$ cat config.mk
export PLATFORM = sky130hd
export DESIGN_NAME = start_pulse_gen_mc
export DESIGN_NICKNAME = d
export VERILOG_FILES = /design/src/rtl/start_pulse_gen_mc.sv
export SDC_FILE = /design/constraint.sdc
export NUM_CORES = 1
export LEC_CHECK = 0
export ABC_AREA = 0
export CAP_MARGIN = 10
export CORE_MARGIN = 2
export CORE_UTILIZATION = 45
export CTS_CLUSTER_DIAMETER = 100
export DETAILED_ROUTE_END_ITERATION = 8
export PLACE_DENSITY = 0.67
export RECOVER_POWER = 25
export SYNTH_ARGS = -nofsm -noshare
export SYNTH_HDL_FRONTEND = slang
export SYNTH_SLANG_ARGS = --single-unit
export TNS_END_PERCENT = 30
$ cat constraint.sdc
create_clock -name fast_clk -period 3.05 [get_ports fast_clk]
set_input_delay 0.61 -clock fast_clk [delete_from_list [all_inputs] [get_ports fast_clk]]
set_output_delay 0.61 -clock fast_clk [all_outputs]
set_load 0.005 [all_outputs]
$ cat src/rtl/start_pulse_gen_mc.sv
// start_pulse_gen_mc
// Multi-channel start pulse generator. Each channel watches a synchronous
// valid level, detects the selected edge type and turns each accepted edge
// into a fixed-width start pulse followed by an optional dead time. Each
// channel also keeps a count of accepted edges and a sticky flag for edges
// that were dropped because the channel was busy.
module start_pulse_gen_mc #(
    parameter int NUM_CH    = 4,
    parameter int PULSE_LEN = 1,
    parameter int HOLDOFF   = 0,
    parameter int CNT_W     = 16
) (
    input  logic                    fast_clk,
    input  logic                    reset,
    input  logic [NUM_CH-1:0]       valid_Ff,
    input  logic [1:0]              edge_mode,
    input  logic                    enable,
    input  logic                    clr_stats,
    output logic [NUM_CH-1:0]       start,
    output logic                    start_any,
    output logic [NUM_CH-1:0]       busy,
    output logic [NUM_CH-1:0]       missed,
    output logic [NUM_CH*CNT_W-1:0] start_cnt
);

    typedef enum logic [1:0] {
        IDLE  = 2'd0,
        PULSE = 2'd1,
        HOLD  = 2'd2
    } state_t;

    // Timer reload values. The timer counts down to zero, so a phase of
    // N cycles loads N-1. The HOLD reload is unused when HOLDOFF is 0.
    localparam logic [7:0] PULSE_LOAD = 8'(PULSE_LEN - 1);
    localparam logic [7:0] HOLD_LOAD  = 8'((HOLDOFF > 0) ? HOLDOFF - 1 : 0);

    state_t              state_q [NUM_CH];
    state_t              state_d [NUM_CH];
    logic [7:0]          tmr_q   [NUM_CH];
    logic [7:0]          tmr_d   [NUM_CH];
    logic [CNT_W-1:0]    cnt_q   [NUM_CH];

    logic [NUM_CH-1:0]   valid_d1;
    logic [NUM_CH-1:0]   rise;
    logic [NUM_CH-1:0]   fall;
    logic [NUM_CH-1:0]   edge_det;
    logic [NUM_CH-1:0]   accept;
    logic [NUM_CH-1:0]   miss_evt;
    logic [NUM_CH-1:0]   start_d;

    // Edge detection against the previous sample; the mode is applied
    // directly, so a mode change affects detection in the same cycle.
    always_comb begin
        rise = valid_Ff & ~valid_d1;
        fall = ~valid_Ff & valid_d1;
        case (edge_mode)
            2'b00:   edge_det = rise;
            2'b01:   edge_det = fall;
            2'b10:   edge_det = rise | fall;
            default: edge_det = '0;
        endcase
    end

    // Per-channel next-state logic: accept in IDLE, flag misses when busy.
    always_comb begin
        for (int i = 0; i < NUM_CH; i++) begin
            // NOTE: every always_comb output gets a default before any branch,
            // so no path leaves it unassigned and no latch is inferred.
            state_d[i]  = state_q[i];
            tmr_d[i]    = tmr_q[i];
            accept[i]   = 1'b0;
            miss_evt[i] = 1'b0;
            case (state_q[i])
                IDLE: begin
                    if (edge_det[i] && enable) begin
                        accept[i]  = 1'b1;
                        state_d[i] = PULSE;
                        tmr_d[i]   = PULSE_LOAD;
                    end
                end
                PULSE: begin
                    miss_evt[i] = edge_det[i] & enable;
                    if (tmr_q[i] == 8'd0) begin
                        if (HOLDOFF > 0) begin
                            state_d[i] = HOLD;
                            tmr_d[i]   = HOLD_LOAD;
                        end else begin
                            state_d[i] = IDLE;
                        end
                    end else begin
                        tmr_d[i] = tmr_q[i] - 8'd1;
                    end
                end
                HOLD: begin
                    miss_evt[i] = edge_det[i] & enable;
                    if (tmr_q[i] == 8'd0) begin
                        state_d[i] = IDLE;
                    end else begin
                        tmr_d[i] = tmr_q[i] - 8'd1;
                    end
                end
                default: begin
                    state_d[i] = IDLE;
                    tmr_d[i]   = 8'd0;
                end
            endcase
            start_d[i] = (state_d[i] == PULSE);
        end
    end

    // State, timers, edge history and registered pulse outputs.
    always_ff @(posedge fast_clk) begin
        // NOTE: clocked state uses non-blocking assignments so every register
        // samples pre-edge values regardless of statement order.
        if (reset) begin
            valid_d1  <= '0;
            start     <= '0;
            start_any <= 1'b0;
            for (int i = 0; i < NUM_CH; i++) begin
                state_q[i] <= IDLE;
                tmr_q[i]   <= 8'd0;
            end
        end else begin
            valid_d1  <= valid_Ff;
            start     <= start_d;
            start_any <= |start_d;
            for (int i = 0; i < NUM_CH; i++) begin
                state_q[i] <= state_d[i];
                tmr_q[i]   <= tmr_d[i];
            end
        end
    end

    // Statistics: clear beats an accepted edge, a miss beats clear.
    always_ff @(posedge fast_clk) begin
        if (reset) begin
            missed <= '0;
            for (int i = 0; i < NUM_CH; i++) begin
                cnt_q[i] <= '0;
            end
        end else begin
            for (int i = 0; i < NUM_CH; i++) begin
                if (miss_evt[i]) begin
                    missed[i] <= 1'b1;
                end else if (clr_stats) begin
                    missed[i] <= 1'b0;
                end
                if (clr_stats) begin
                    cnt_q[i] <= '0;
                end else if (accept[i]) begin
                    cnt_q[i] <= cnt_q[i] + 1'b1;
                end
            end
        end
    end

    // Busy flags from the current state and packing of the counters.
    always_comb begin
        busy      = '0;
        start_cnt = '0;
        for (int i = 0; i < NUM_CH; i++) begin
            busy[i]                     = (state_q[i] != IDLE);
            start_cnt[i*CNT_W +: CNT_W] = cnt_q[i];
        end
    end

endmodule
==> flow_metrics.env <==
export IMPL_fin_cells=925
export IMPL_synth_compound_area_share_pct=9.65
export IMPL_fin_crit_ns=2.71
export IMPL_diodes=0
export IMPL_highest_layer="met4"
export IMPL_ff2ff_setup_slack_ns=0.80
export IMPL_synth_top_area_cell="edfxtp_1"
export IMPL_ys_types=59
export IMPL_ys_ff_latch=117
export IMPL_synth_xor_area_share_pct=9.69
export IMPL_final_core_util_pct=59.1
export IMPL_clkTransAtPathRegs_ns=0.05
export IMPL_cts_resized=0
export IMPL_post_drt_via_cell_ratio=5.28
export IMPL_die_area_um2=14600
export IMPL_netlist_instances=630
export IMPL_power_mw=4.36
export IMPL_root_buffer="clkbuf_16"
export IMPL_synth_adder_area_share_pct=4.89
export IMPL_grt_max_degree=17
export IMPL_synth_edf_count=64
export IMPL_cts_hold_fix_buffers=0
export IMPL_clock_latency_ns=0.41
export IMPL_layout_drive_gt1_share_pct=8.54
export IMPL_grt_first_pass_wirelength_mm=21.9
export IMPL_max_slew_margin_pct=42.0
export IMPL_cpPeakStageDelay_ns=0.48
export IMPL_cellPowerDensity_nw_per_um2=555
export IMPL_cts_buffers=17
export IMPL_max_cap_viol_count=0
export IMPL_cts_sinks=117
export IMPL_post_cts_buffers=0
export IMPL_p_leak_nw=3.01
export IMPL_grt_setup_unrepaired="false"
export IMPL_finClkSkew_ns=0.00857
export IMPL_critPathSlowestCell="clkdlybuf4s50_1"
export IMPL_first_global_vias=4661
export IMPL_critical_path_class="in -> reg"
export IMPL_synth_nets=664
export IMPL_avgSynthCellArea_um2=9.75
export IMPL_dpl_hpwl_mm=9.43
export IMPL_finalSetupTns_ns=0
export IMPL_muxShareOfSynthArea_pct=0
export IMPL_outcome="finished clean"
export IMPL_ir_drop_mv=0.354
export IMPL_dpl_cell_area_um2=7300
export IMPL_report_final_hold_viol_count=0
export IMPL_h_tree_depth=4
export IMPL_ff_latch_area_um2=2980
export IMPL_synth_most_common_cell="nor2_1"
export IMPL_ys_flop_type="edfxtp_1"
export IMPL_multi_input_area_um2=2910
export IMPL_first_pass_iters=6
export IMPL_ys_seq_area_share_pct=48.6
export IMPL_wl_met3_um=575
export IMPL_endpoint_kind="flip-flop"
export IMPL_fillCellCount=1144
export IMPL_area_delta_synth_final_pct=27.9
export IMPL_die_h_um=121
export IMPL_antenna_found_initial=0
export IMPL_synth_area_leaders="edfxtp_1 31%, dfxtp_1 17%, nor2_1 6.6%, xor2_1 5.6%, ha_1 4.9%"
export IMPL_path_cells="clkdlybuf4s50_1 > inv_1 > ha_1 > and2_1 > o32ai_1 > and3_1 > nand2_1 > nor2_1"
export IMPL_core_rowCount=42
export IMPL_die_width_um=121
export IMPL_finalInstanceArea_um2=7860
export IMPL_finalWirelength_mm=13.2
export IMPL_worst_slew_pin_slew_ns=0.867
export IMPL_gp_congestion=0.837
export IMPL_arrival_ns=2.96
export IMPL_grt_remaining_overflow=0
export IMPL_path_buf_inv=2
export IMPL_io_pins=87
export IMPL_period_share_pct=88.8
export IMPL_synth_simple_gate_area_share_pct=23.1
export IMPL_drtIter0Drc=364
export IMPL_crit_path_max_fanout=15
export IMPL_routedLengthMet1_mm=6.10
export IMPL_detail_route_antenna_nets=0
export IMPL_setup_violations=0
export IMPL_num_vias=4887
export IMPL_yosys_top_cells_count="108 x nor2_1, 64 x edfxtp_1, 53 x dfxtp_1"
export IMPL_yosys_warnings=0
export IMPL_track_usage_pct=18.8
export IMPL_post_place_cells=893
export IMPL_yosysTopAreaCellShare_pct=31.3
export IMPL_synth_async_reset_ratio_pct=0
export IMPL_final_nets=770
export IMPL_required_ns=3.30
export IMPL_drcViolationCount=0
export IMPL_worstHoldPathType="reg -> reg"
export IMPL_start_util_pct=46.2
export IMPL_port_buffers=86
export IMPL_cts_tree="built"
export IMPL_syn_area_um2=6140
export IMPL_path_delay_family="simple AND/OR/NAND/NOR gates"
export IMPL_synth_top_family_by_area="simple AND/OR/NAND/NOR gates"
export IMPL_routedWlPerCell_um=14.3
export IMPL_wl_met2_mm=6.32
export IMPL_core_area_um2=13300
export IMPL_clock_path_buffers=2
export IMPL_max_freq_mhz=369
export IMPL_drv_slew=0
export IMPL_start_kind="primary input"
-- flip-flops by register name (all words and copies together) (netlist names) --
name / count
missed: 4
start: 4
cnt_q: 64
state_q: 8
tmr_q: 32
start_any: 1
valid_d1: 4
-- layer usage --
layer | up-vias | track usage [%]
li1 | 2463 | -
met2 | 115 | 30.2
met1 | 2290 | 24.2
met4 | 0 | 7.49
met5 | - | 0
met3 | 19 | 4.58
-- worst register-to-register path: stages, from the launching register on --
cell and delay, ns:
dfxtp_1 0.31, ha_1 0.26, and2_1 0.18, o32ai_1 0.48, and3_1 0.31, nand2_1 0.34
nor2_1 0.23
-- path summary, 6_finish.rpt --
kind                                  start      endpoint  cells after the start
worst max-delay path            valid_Ff[3]  cnt_q[3][10]                      8
worst min-delay path            tmr_q[2][1]   tmr_q[2][1]                      2
worst max register to register  valid_d1[3]  cnt_q[3][10]                      6
worst min register to register  tmr_q[2][1]   tmr_q[2][1]                      2
-- stage by stage --
step,setup WS (ns),hold WS [ns]
after floorplan,0.667,0.445
after CTS,0.401,0.468
after global routing,0.170,0.485
after global placement,0.123,0.459
final,0.342,0.470
after detailed placement,0.0203,0.461
-- cell families (layout without fill, tap and decap cells) --
| logic type | Yosys count | count (layout) |
|---|---|---|
| simple gates | 276 | 276 |
| compound gates | 80 | 80 |
| flops | 117 | 117 |
| xor+xnor | 68 | 68 |
| fa+ha+maj | 24 | 24 |
| buf+inv | 65 | 184 |
-- area by class of cell --
type                    instances  area share (%)
flip-flops and latches        117            37.9
clock inverters                 2           0.127
well taps                     176            2.80
repair buffers                102            12.7
inverters                      50            2.39
clock buffers                  30            7.05
multi-input cells             448            37.0
-- cells in the final DEF, fill, tap and decap left out, types with 24 or more instances in the layout --
| cell type | n |
|---|---|
| xor2_1 | 39 |
| edfxtp_1 | 64 |
| nor2_1 | 108 |
| dlygate4sd3_1 | 58 |
| clkdlybuf4s50_1 | 28 |
| nand2_1 | 27 |
| nand3_1 | 38 |
| xnor2_1 | 29 |
| inv_1 | 50 |
| a21oi_1 | 26 |
| dfxtp_1 | 53 |
| ha_1 | 24 |
-- power breakdown --
part           switching (mW)  internal [mW]  total, mW  leakage (nW)
Clock                   0.647           1.21       1.86         0.281
Sequential              0.120           1.78       1.90          1.15
Combinational           0.311          0.302      0.613          1.58
Note: power is estimated with default switching activity, not from simulation.
